<file path="src/rtl/poly_phase_accum.sv">
// Multi-voice phase accumulator: N_VOICES phase/FCW registers streamed round-robin on one valid/ready channel.
// Optional POLY_ACCUM_WRAP_EN adds out_wrap, flagging samples whose last accepted increment carried out.
module poly_phase_accum #(
   parameter  int unsigned N_VOICES    = 4,
   parameter  int unsigned PHASE_W     = 24,
   localparam int unsigned VOICE_IDX_W = (N_VOICES > 1) ? $clog2(N_VOICES) : 1
) (
   input  logic                   clk,
   input  logic                   rst_n,
   input  logic [VOICE_IDX_W-1:0] cmd_voice,
   input  logic [PHASE_W-1:0]     cmd_fcw,
   input  logic                   cmd_start,
   input  logic                   cmd_release,
   input  logic                   cmd_reset,
   input  logic                   cmd_fcw_wr,
   output logic [PHASE_W-1:0]     out_phase,
   output logic [VOICE_IDX_W-1:0] out_voice,
   output logic                   out_first,
   output logic                   out_valid,
   input  logic                   out_ready
`ifdef POLY_ACCUM_WRAP_EN
   ,output logic                  out_wrap
`endif
);

   typedef enum logic {
      V_IDLE   = 1'b0,
      V_ACTIVE = 1'b1
   } voice_state_e;

   voice_state_e           state_q [N_VOICES];
   voice_state_e           state_d [N_VOICES];
   logic [PHASE_W-1:0]     phase_q [N_VOICES];
   logic [PHASE_W-1:0]     phase_d [N_VOICES];
   logic [PHASE_W-1:0]     fcw_q   [N_VOICES];
   logic [PHASE_W-1:0]     fcw_d   [N_VOICES];
   logic [VOICE_IDX_W-1:0] ptr_q;
   logic [VOICE_IDX_W-1:0] ptr_d;
`ifdef POLY_ACCUM_WRAP_EN
   logic                   wrap_q  [N_VOICES];
   logic                   wrap_d  [N_VOICES];
`endif

   logic               handshake_c;
   logic               cmd_hit_c;
   logic [PHASE_W:0]   incr_c;

   // Presentation is a pure mux of the registered slot selected by ptr.
   assign out_voice   = ptr_q;
   assign out_phase   = phase_q[ptr_q];
   assign out_valid   = (state_q[ptr_q] == V_ACTIVE);
   assign out_first   = (ptr_q == '0);
`ifdef POLY_ACCUM_WRAP_EN
   assign out_wrap    = wrap_q[ptr_q] && out_valid;
`endif

   assign handshake_c = out_valid && out_ready;
   assign cmd_hit_c   = (32'(cmd_voice) < N_VOICES);
   // One shared adder: only the presented voice can advance in a cycle.
   assign incr_c      = {1'b0, phase_q[ptr_q]} + {1'b0, fcw_q[ptr_q]};

   // Next-state: accumulate on handshake, then let commands override (reset > release > start > fcw_wr).
   always_comb begin
      ptr_d = ptr_q;
      for (int unsigned v = 0; v < N_VOICES; v++) begin
         state_d[v] = state_q[v];
         phase_d[v] = phase_q[v];
         fcw_d[v]   = fcw_q[v];
`ifdef POLY_ACCUM_WRAP_EN
         wrap_d[v]  = wrap_q[v];
`endif
         if (handshake_c && (ptr_q == VOICE_IDX_W'(v))) begin
            phase_d[v] = incr_c[PHASE_W-1:0];
`ifdef POLY_ACCUM_WRAP_EN
            wrap_d[v]  = incr_c[PHASE_W];
`endif
         end
         if (cmd_hit_c && (cmd_voice == VOICE_IDX_W'(v))) begin
            if (cmd_reset) begin
               state_d[v] = V_IDLE;
               phase_d[v] = '0;
`ifdef POLY_ACCUM_WRAP_EN
               wrap_d[v]  = 1'b0;
`endif
            end else if (cmd_release) begin
               // Release discards any same-cycle increment.
               state_d[v] = V_IDLE;
               phase_d[v] = phase_q[v];
`ifdef POLY_ACCUM_WRAP_EN
               wrap_d[v]  = wrap_q[v];
`endif
            end else if (cmd_start) begin
               state_d[v] = V_ACTIVE;
               phase_d[v] = '0;
               fcw_d[v]   = cmd_fcw;
`ifdef POLY_ACCUM_WRAP_EN
               wrap_d[v]  = 1'b0;
`endif
            end else if (cmd_fcw_wr) begin
               fcw_d[v]   = cmd_fcw;
            end
         end
      end
      if (!out_valid || out_ready) begin
         ptr_d = (ptr_q == VOICE_IDX_W'(N_VOICES - 1)) ? '0 : ptr_q + VOICE_IDX_W'(1);
      end
   end

   always_ff @(posedge clk or negedge rst_n) begin
      if (!rst_n) begin
         ptr_q <= '0;
         for (int unsigned v = 0; v < N_VOICES; v++) begin
            state_q[v] <= V_IDLE;
            phase_q[v] <= '0;
            fcw_q[v]   <= '0;
`ifdef POLY_ACCUM_WRAP_EN
            wrap_q[v]  <= 1'b0;
`endif
         end
      end else begin
         ptr_q <= ptr_d;
         for (int unsigned v = 0; v < N_VOICES; v++) begin
            state_q[v] <= state_d[v];
            phase_q[v] <= phase_d[v];
            fcw_q[v]   <= fcw_d[v];
`ifdef POLY_ACCUM_WRAP_EN
            wrap_q[v]  <= wrap_d[v];
`endif
         end
      end
   end

endmodule
</file>
<file path="config.mk">
export PLATFORM = sky130hd
export DESIGN_NAME = poly_phase_accum
export DESIGN_NICKNAME = d
export VERILOG_FILES = /design/src/rtl/poly_phase_accum.sv
export SDC_FILE = /design/constraint.sdc
export NUM_CORES = 1
export LEC_CHECK = 0
export ABC_AREA = 1
export BUFFER_PORTS_ARGS = -buffer_cell sky130_fd_sc_hd__buf_4
export CORE_UTILIZATION = 65
export CTS_CLUSTER_DIAMETER = 150
export DETAILED_ROUTE_END_ITERATION = 10
export PLACE_DENSITY = 0.84
export RECOVER_POWER = 50
export SKIP_CTS_REPAIR_TIMING = 1
export SLEW_MARGIN = 15
export SYNTH_ARGS = -nofsm -noshare
export SYNTH_HDL_FRONTEND = slang
export SYNTH_SLANG_ARGS = --single-unit
</file>
<file path="constraint.sdc">
create_clock -name clk -period 8 [get_ports clk]
set_input_delay 0.4 -clock clk [delete_from_list [all_inputs] [get_ports clk]]
set_output_delay 0.4 -clock clk [all_outputs]
set_load 0.02 [all_outputs]
</file>
# ---- Yosys cells after proc, flatten, opt, wreduce, memory -nomap -nowiden
# Index checks and enable logic that the tools add are counted.
dict set report word_totals {
  out_inout_bits 28
  register_bits 198
}
dict set report op_classes {
  n_bitwise 3
  n_addsub 2
  order_cmp 1
  eq_ne 10
  muxes 35
  n_reduce_logical 19
}
# operator n
set ops {}
lappend ops {{$mux W24} 26}
lappend ops {{$bmux W24 S2} 2}
lappend ops {{$add A24 B24 Y24} 1}
lappend ops {{$reduce_and A4 Y1} 4}
lappend ops {{$ne A3 B3 Y1 const B} 4}
lappend ops {{$eq A2 B2 Y1 const B} 4}
lappend ops {{$reduce_and A2 Y1} 4}
lappend ops {{$logic_and A1 B1 Y1} 5}
lappend ops {{$mux W1} 5}
lappend ops {{$eq A2 B1 Y1 const B} 2}
lappend ops {{$logic_not A2 Y1} 2}
lappend ops {{$ge A3 B3 Y1 const B} 1}
lappend ops {{$not A2 Y3} 1}
lappend ops {{$reduce_bool A3 Y1} 1}
lappend ops {{$add A2 B1 Y2 const B} 1}
lappend ops {{$bmux W1 S2} 1}
lappend ops {{$mux W2} 1}
lappend ops {{$not A1 Y1} 2}
lappend ops {{$reduce_bool A2 Y1} 1}
lappend ops {{$logic_not A1 Y1} 1}
lappend ops {{$logic_or A1 B1 Y1} 1}

# ---- Logic depth before layout (Yosys ltp)
dict set report depth {
  ltp_word 11
  mapped_depth 20
  mapped_depth_nobuf 17
}

# ---- Least setup slack after synthesis
# Ideal clock, no wire load.
dict set report synth_path {
  path_kind {flip-flop to flip-flop}
  from {register ptr_q[1] (netlist: out_voice[1])}
  to {register phase_q[88] (netlist bit)}
  path_slack_ns 4.894
  stages_incl_launch_ff 18
  arrival_time_ns 2.989
  synth_period_minus_slack_ns 3.106
  path_buffers 3
  t_required_ns 7.883
  setup_time_ns 0.117
  cell_sequence {dfrtp_1 > buf_4 > inv_2 > clkbuf_1 > clkbuf_1 > o21ai_0 > o22ai_1 > ha_1 > nand2_1 > inv_1 > a21oi_1 > nor2_1 > nor2_1 > nand2_1 > nand2_1 > nand3_1 > nand2_1 > nand2_1}
}
dict set report synth_via {
  word_cells_on_any_way 19
}
# element line
set synth_rtl {}
lappend synth_rtl {{from (decl)} 37} ;# logic [VOICE_IDX_W-1:0] ptr_q;
lappend synth_rtl {{from (signal assigned)} 121} ;# ptr_q <= ptr_d;
lappend synth_rtl {{$not A2 Y3 *} n/a}
lappend synth_rtl {{$bmux W24 S2 *} n/a}
lappend synth_rtl {{$mux W24 * (2 in a row)} n/a}
lappend synth_rtl {{net out_phase[11]} 16} ;# output logic [PHASE_W-1:0] out_phase,
lappend synth_rtl {{$add A24 B24 Y24 *} 60} ;# assign incr_c = {1'b0, phase_q[ptr_q]} + {1'b0, fcw_q[ptr_q]};
lappend synth_rtl {{$mux W24 *} 72} ;# if (handshake_c && (ptr_q == VOICE_IDX_W'(v))) begin
lappend synth_rtl {{$mux W24} 92} ;# end else if (cmd_start) begin
lappend synth_rtl {{$mux W24} 85} ;# end else if (cmd_release) begin
lappend synth_rtl {{$mux W24} 79} ;# if (cmd_reset) begin
lappend synth_rtl {{$mux W24 *} 78} ;# if (cmd_hit_c && (cmd_voice == VOICE_IDX_W'(v))) begin
lappend synth_rtl {{to (signal, indexed assignment)} 124} ;# phase_q[v] <= phase_d[v];
lappend synth_rtl {{to (decl)} 33} ;# logic [PHASE_W-1:0] phase_q [N_VOICES];
# The timed path passes the listed nets; every way through them passes the cells marked *. The select of a mux whose other input is x is not followed.
# A chain may end at the register's enable or synchronous reset.

# ---- Worst setup path in the final report
dict set report layout_path {
  from {register ptr_q[1] (netlist: out_voice[1])}
  to {register phase_q[64] (netlist bit)}
}
dict set report layout_via {
  elab_chain_len 11
  word_cells_on_any_way 19
}
# element line
set layout_rtl {}
lappend layout_rtl {{parallel branches: the longest is 6 deep, another holds $add A24 B24 Y24} n/a}
lappend layout_rtl {{$mux W24 *} 72}
lappend layout_rtl {{$mux W24} 92}
lappend layout_rtl {{$mux W24} 85}
lappend layout_rtl {{$mux W24} 79}
lappend layout_rtl {{$mux W24 *} 78}
# Every way passes the cells marked *. The select of a mux whose other input is x is not followed.

==> summary.txt <==
Synthesis
  – Area share of fa/ha/maj cells after synthesis: 0.03129
  – Share of the yosys chip area belonging to registers: 0.4332
  – Syn Std Cell Area: roughly 11000 sq um
  – Avg Inst Size Synth: 7.082 sq um
  – Register bit total from synthesis: around 200
  – Net count after synthesis: 1676
  – Count of cell types in the netlist: 36
  – Area fraction in and, or, nand and nor cells after synthesis: 0.3038
  – Compound-gate portion of the synthesized area: 0.1490
  – XOR/XNOR share of the synthesized area: 0.005360
  – Total number of yosys warnings: 0
  – Synth Instances: roughly 1600
  – Leading cell types by total area after synthesis: sky130_fd_sc_hd__dfrtp_1 (43%), sky130_fd_sc_hd__nand2_1 (15%), sky130_fd_sc_hd__o21ai_0 (9.4%)
  – Cell taking the most area after synthesis: sky130_fd_sc_hd__dfrtp_1
  – Fraction of synthesized cell area taken by the top area cell type: 0.4332
  – Share of cell area taken by muxes after synthesis: 0.003938
  – Combinational family with the most area after synthesis: simple AND/OR/NAND/NOR gates

Detailed routing
  – Count of routing violations after the opening detailed-route iteration: 1103
  – Antenna-violating nets left: 0
  – Via count: 11120
  – Number of vias per cell after detailed routing: 5.929
  – Total Wirelength: 31960 um
  – DR DRC count: 0
  – First-pass iteration count of the detailed router: 5
  – Post-detailed-route wirelength per cell: 17.03 um

Place
  – Routability congestion estimate from global placement: 1.040
  – Area of placed instances: ~12000 sq um
  – Post-detail-place hpwl: 20790 um
  – Count of input and output buffers: 60
  – Cell Count Post-Placement: 1844

Floorplanning
  – Die width: 134.7 um
  – Height of the chip: 134.7 um
  – Starting density of the core: 0.6635
  – Core Area: 17240 sq um
  – Total number of placement rows: 48
  – Area of the die: 18130 sq um
  – Number of primary I/O pins: 61

Critical path
  – Worst-path maximum fanout: 60
  – Arrival time reported for the critical path endpoint: 4.37 ns
  – Reg2Reg Depth: 17
  – Category of the worst setup path capture point: register
  – Startpoint of the most critical register-to-register path: out_voice[1]
  – Internal reg-to-reg setup slack: 3.97 ns
  – Setup crit start kind: register
  – Setup CP Type: register to register
  – Setup crit start: out_voice[1]
  – WP data required: 8.34 ns
  – Endpoint of the worst-slack reg-to-reg timing path: phase_q[64]

Clock network
  – Clock transition at the registers of the reported paths: 0.08 ns
  – TritonCTS clock tree: yes
  – TritonCTS sink count: around 200
  – Clk Tree Root Cell: sky130_fd_sc_hd__clkbuf_16
  – H-tree levels: 4
  – Later-pin clock latency in the skew report: 0.45 ns
  – Clock buffer count from CTS: 17
  – Max clock buf depth: 2

Timing
  – Setup_tns: 0 ns
  – Final worst clock skew: 0.008797 ns
  – Final Critical Period: 4.030 ns
  – Slew margin rel.: -0.4186
  – Crit share post-route: 0.5037
  – Peak clock frequency supported by timing: 248.2 MHz
  – Final slew viol count: 196
  – Transition at the pin with the smallest max-transition slack: 2.128 ns
  – Unrepaired setup endpoints after global routing: no
  – Setup violations, final: 0
  – Final number of hold-violating endpoints: 0
  – Final hold slack: between 0.09 and 0.1 ns

Cells and area
  – Number of antenna repair diodes: 0
  – Layout overhead on the synthesized area: 9.409%
  – Final standard cell count with taps included and fillers excluded: between 1500 and 2000
  – Total non-filler cell area in the finished layout: ~13000 sq um
  – Fin util: 0.7260
  – Fill cell instance count of the final layout: 1403
  – Layout cell share with drive strength beyond 1: 0.08783
  – Nets: 1699

Global routing
  – Initial antenna violation count: 0
  – Global routing usage summed across all routing layers: 0.3714
  – Largest net degree at the start of global routing: 120
  – Global-route congestion overflow total: 0
  – First-pass GRT wire length: 52610 um
  – Number of global-route vias before repair: 10350

Hold path
  – Type of the most critical hold path: input pin to async pin

Pwr
  – Max IR drop VDD: 0.0005334 V
  – Leakage: 6.472 nW
  – Power density over cell area: between 400 and 500 nW/um^2

Outcome
  – Violated checks: max-capacitance violations, max-slew violations
  – Run status: complete, but fails checks

Job
  – Count of maximum capacitance violations: 4
-- cells in the mapped netlist --
cell type	instances
sky130_fd_sc_hd__inv_1	128
sky130_fd_sc_hd__ha_1	27
sky130_fd_sc_hd__nand2_2	3
sky130_fd_sc_hd__nand2_4	3
sky130_fd_sc_hd__buf_1	4
sky130_fd_sc_hd__nand4_1	7
sky130_fd_sc_hd__xnor2_1	1
sky130_fd_sc_hd__inv_2	12
sky130_fd_sc_hd__a21oi_1	43
sky130_fd_sc_hd__a21o_1	1
sky130_fd_sc_hd__o21a_1	2
sky130_fd_sc_hd__dfrtp_1	198
sky130_fd_sc_hd__nand3b_1	2
sky130_fd_sc_hd__o21ai_0	215
sky130_fd_sc_hd__buf_6	1
sky130_fd_sc_hd__nor2_4	4
sky130_fd_sc_hd__buf_4	7
sky130_fd_sc_hd__or2_2	13
sky130_fd_sc_hd__fa_1	1
sky130_fd_sc_hd__nand3_2	1
sky130_fd_sc_hd__nor2_8	2
sky130_fd_sc_hd__nand3_1	85
sky130_fd_sc_hd__buf_2	14
sky130_fd_sc_hd__clkbuf_1	44
sky130_fd_sc_hd__o21bai_1	8
sky130_fd_sc_hd__nor3b_2	1
sky130_fd_sc_hd__xor2_1	6
sky130_fd_sc_hd__o21ai_1	8
sky130_fd_sc_hd__nor2_1	261
sky130_fd_sc_hd__o22ai_1	44
sky130_fd_sc_hd__a211oi_1	2
sky130_fd_sc_hd__nor3_1	5
sky130_fd_sc_hd__or2_1	6
sky130_fd_sc_hd__nand2_1	448
sky130_fd_sc_hd__nor2_2	4
sky130_fd_sc_hd__mux2_2	4
-- worst max-delay path: stages (launching register included) --
cell and delay [ns]:
sky130_fd_sc_hd__dfrtp_1 0.36, sky130_fd_sc_hd__buf_4 0.31, sky130_fd_sc_hd__inv_2 0.90, sky130_fd_sc_hd__o21ai_0 0.23
sky130_fd_sc_hd__a21oi_1 0.18, sky130_fd_sc_hd__a21oi_1 0.07, sky130_fd_sc_hd__ha_1 0.28, sky130_fd_sc_hd__fa_1 0.50
sky130_fd_sc_hd__nand3_1 0.11, sky130_fd_sc_hd__nand3_1 0.16, sky130_fd_sc_hd__nand2_1 0.10, sky130_fd_sc_hd__nand3_1 0.14
sky130_fd_sc_hd__nand3_1 0.13, sky130_fd_sc_hd__nand2_1 0.06, sky130_fd_sc_hd__nand2_1 0.13, sky130_fd_sc_hd__nand3_1 0.09
sky130_fd_sc_hd__nand2_1 0.08, sky130_fd_sc_hd__nand2_1 0.06
-- through the flow --
step | power (mW) | setup WS [ns]
5_1_grt | 6.511 | 3.643
2_1_floorplan | 4.034 | 4.894
3_3_place_gp | 5.024 | 4.158
4_1_cts | 5.956 | 4.069
3_5_place_dp | 5.101 | 4.070
6_report | 6.056 | 3.970
-- per-layer routing --
layer	global-route usage	vias to the layer above	routed length [um]	part of all wire
met5	0	-	0	0
met2	0.5745	631	14430	0.45
met3	0.07658	70	3444	0.11
met4	0.1180	0	695	0.022
li1	-	5235	-	-
met1	0.5252	5186	13390	0.42
-- placed cells by master (no fill, tap or decap), types with 6 or more instances in the layout --
master                      Yosys  layout
sky130_fd_sc_hd__a21oi_1       43      43
sky130_fd_sc_hd__buf_4          7      66
sky130_fd_sc_hd__clkbuf_1      44       8
sky130_fd_sc_hd__clkbuf_16      0      17
sky130_fd_sc_hd__dfrtp_1      198     197
sky130_fd_sc_hd__ha_1          27      27
sky130_fd_sc_hd__inv_1        128     128
sky130_fd_sc_hd__inv_2         12      12
sky130_fd_sc_hd__nand2_1      448     448
sky130_fd_sc_hd__nand3_1       85      85
sky130_fd_sc_hd__nand4_1        7       7
sky130_fd_sc_hd__nor2_1       261     262
sky130_fd_sc_hd__o21ai_0      215     215
sky130_fd_sc_hd__o21ai_1        8       8
sky130_fd_sc_hd__o21bai_1       8       8
sky130_fd_sc_hd__o22ai_1       44      44
sky130_fd_sc_hd__or2_1          6       6
sky130_fd_sc_hd__or2_2         13      13
sky130_fd_sc_hd__xor2_1         6       6
-- flip-flops by register name (all words and copies together) (netlist names) --
| signal | count |
|---|---|
| phase_q | 96 |
| state_q | 4 |
| fcw_q | 96 |
| out_voice | 2 |
-- power breakdown --
group	internal [mW]	switching [mW]	leakage, nW
clock	0.417	0.431	0.281
sequential	1.31	0.185	2.56
combinational	1.15	2.56	3.63
total	2.88	3.18	6.47
-- cells by family after synthesis --
family | count (synthesis)
AND/OR/NAND/NOR | 845
AO/OA/AOI/OAI | 323
buffers and inverters | 210
flip-flops | 198
adder cells (fa/ha/maj) | 28
XOR/XNOR | 7
multiplexers | 4
-- worst max path at each step --
stage               depth (start not counted)          end
finish                                     17  phase_q[64]
floorplan                                  17  phase_q[88]
CTS                                        14   phase_q[8]
detailed placement                         14   phase_q[8]
global placement                           14   phase_q[8]
global route                               17  phase_q[88]
-- final cells by class --
cell class	count	area, sq um	share of cell area
clock inverter	13	137.6	0.01100
tap	225	281.5	0.02250
sequential	198	4956	0.3961
multi-input combinational	1207	5640	0.4508
inverter	140	525.5	0.04200
clock buffer	19	432.9	0.03460
timing repair buffer	74	539.3	0.04310
No activity file was read; power rests on OpenSTA's default activity.
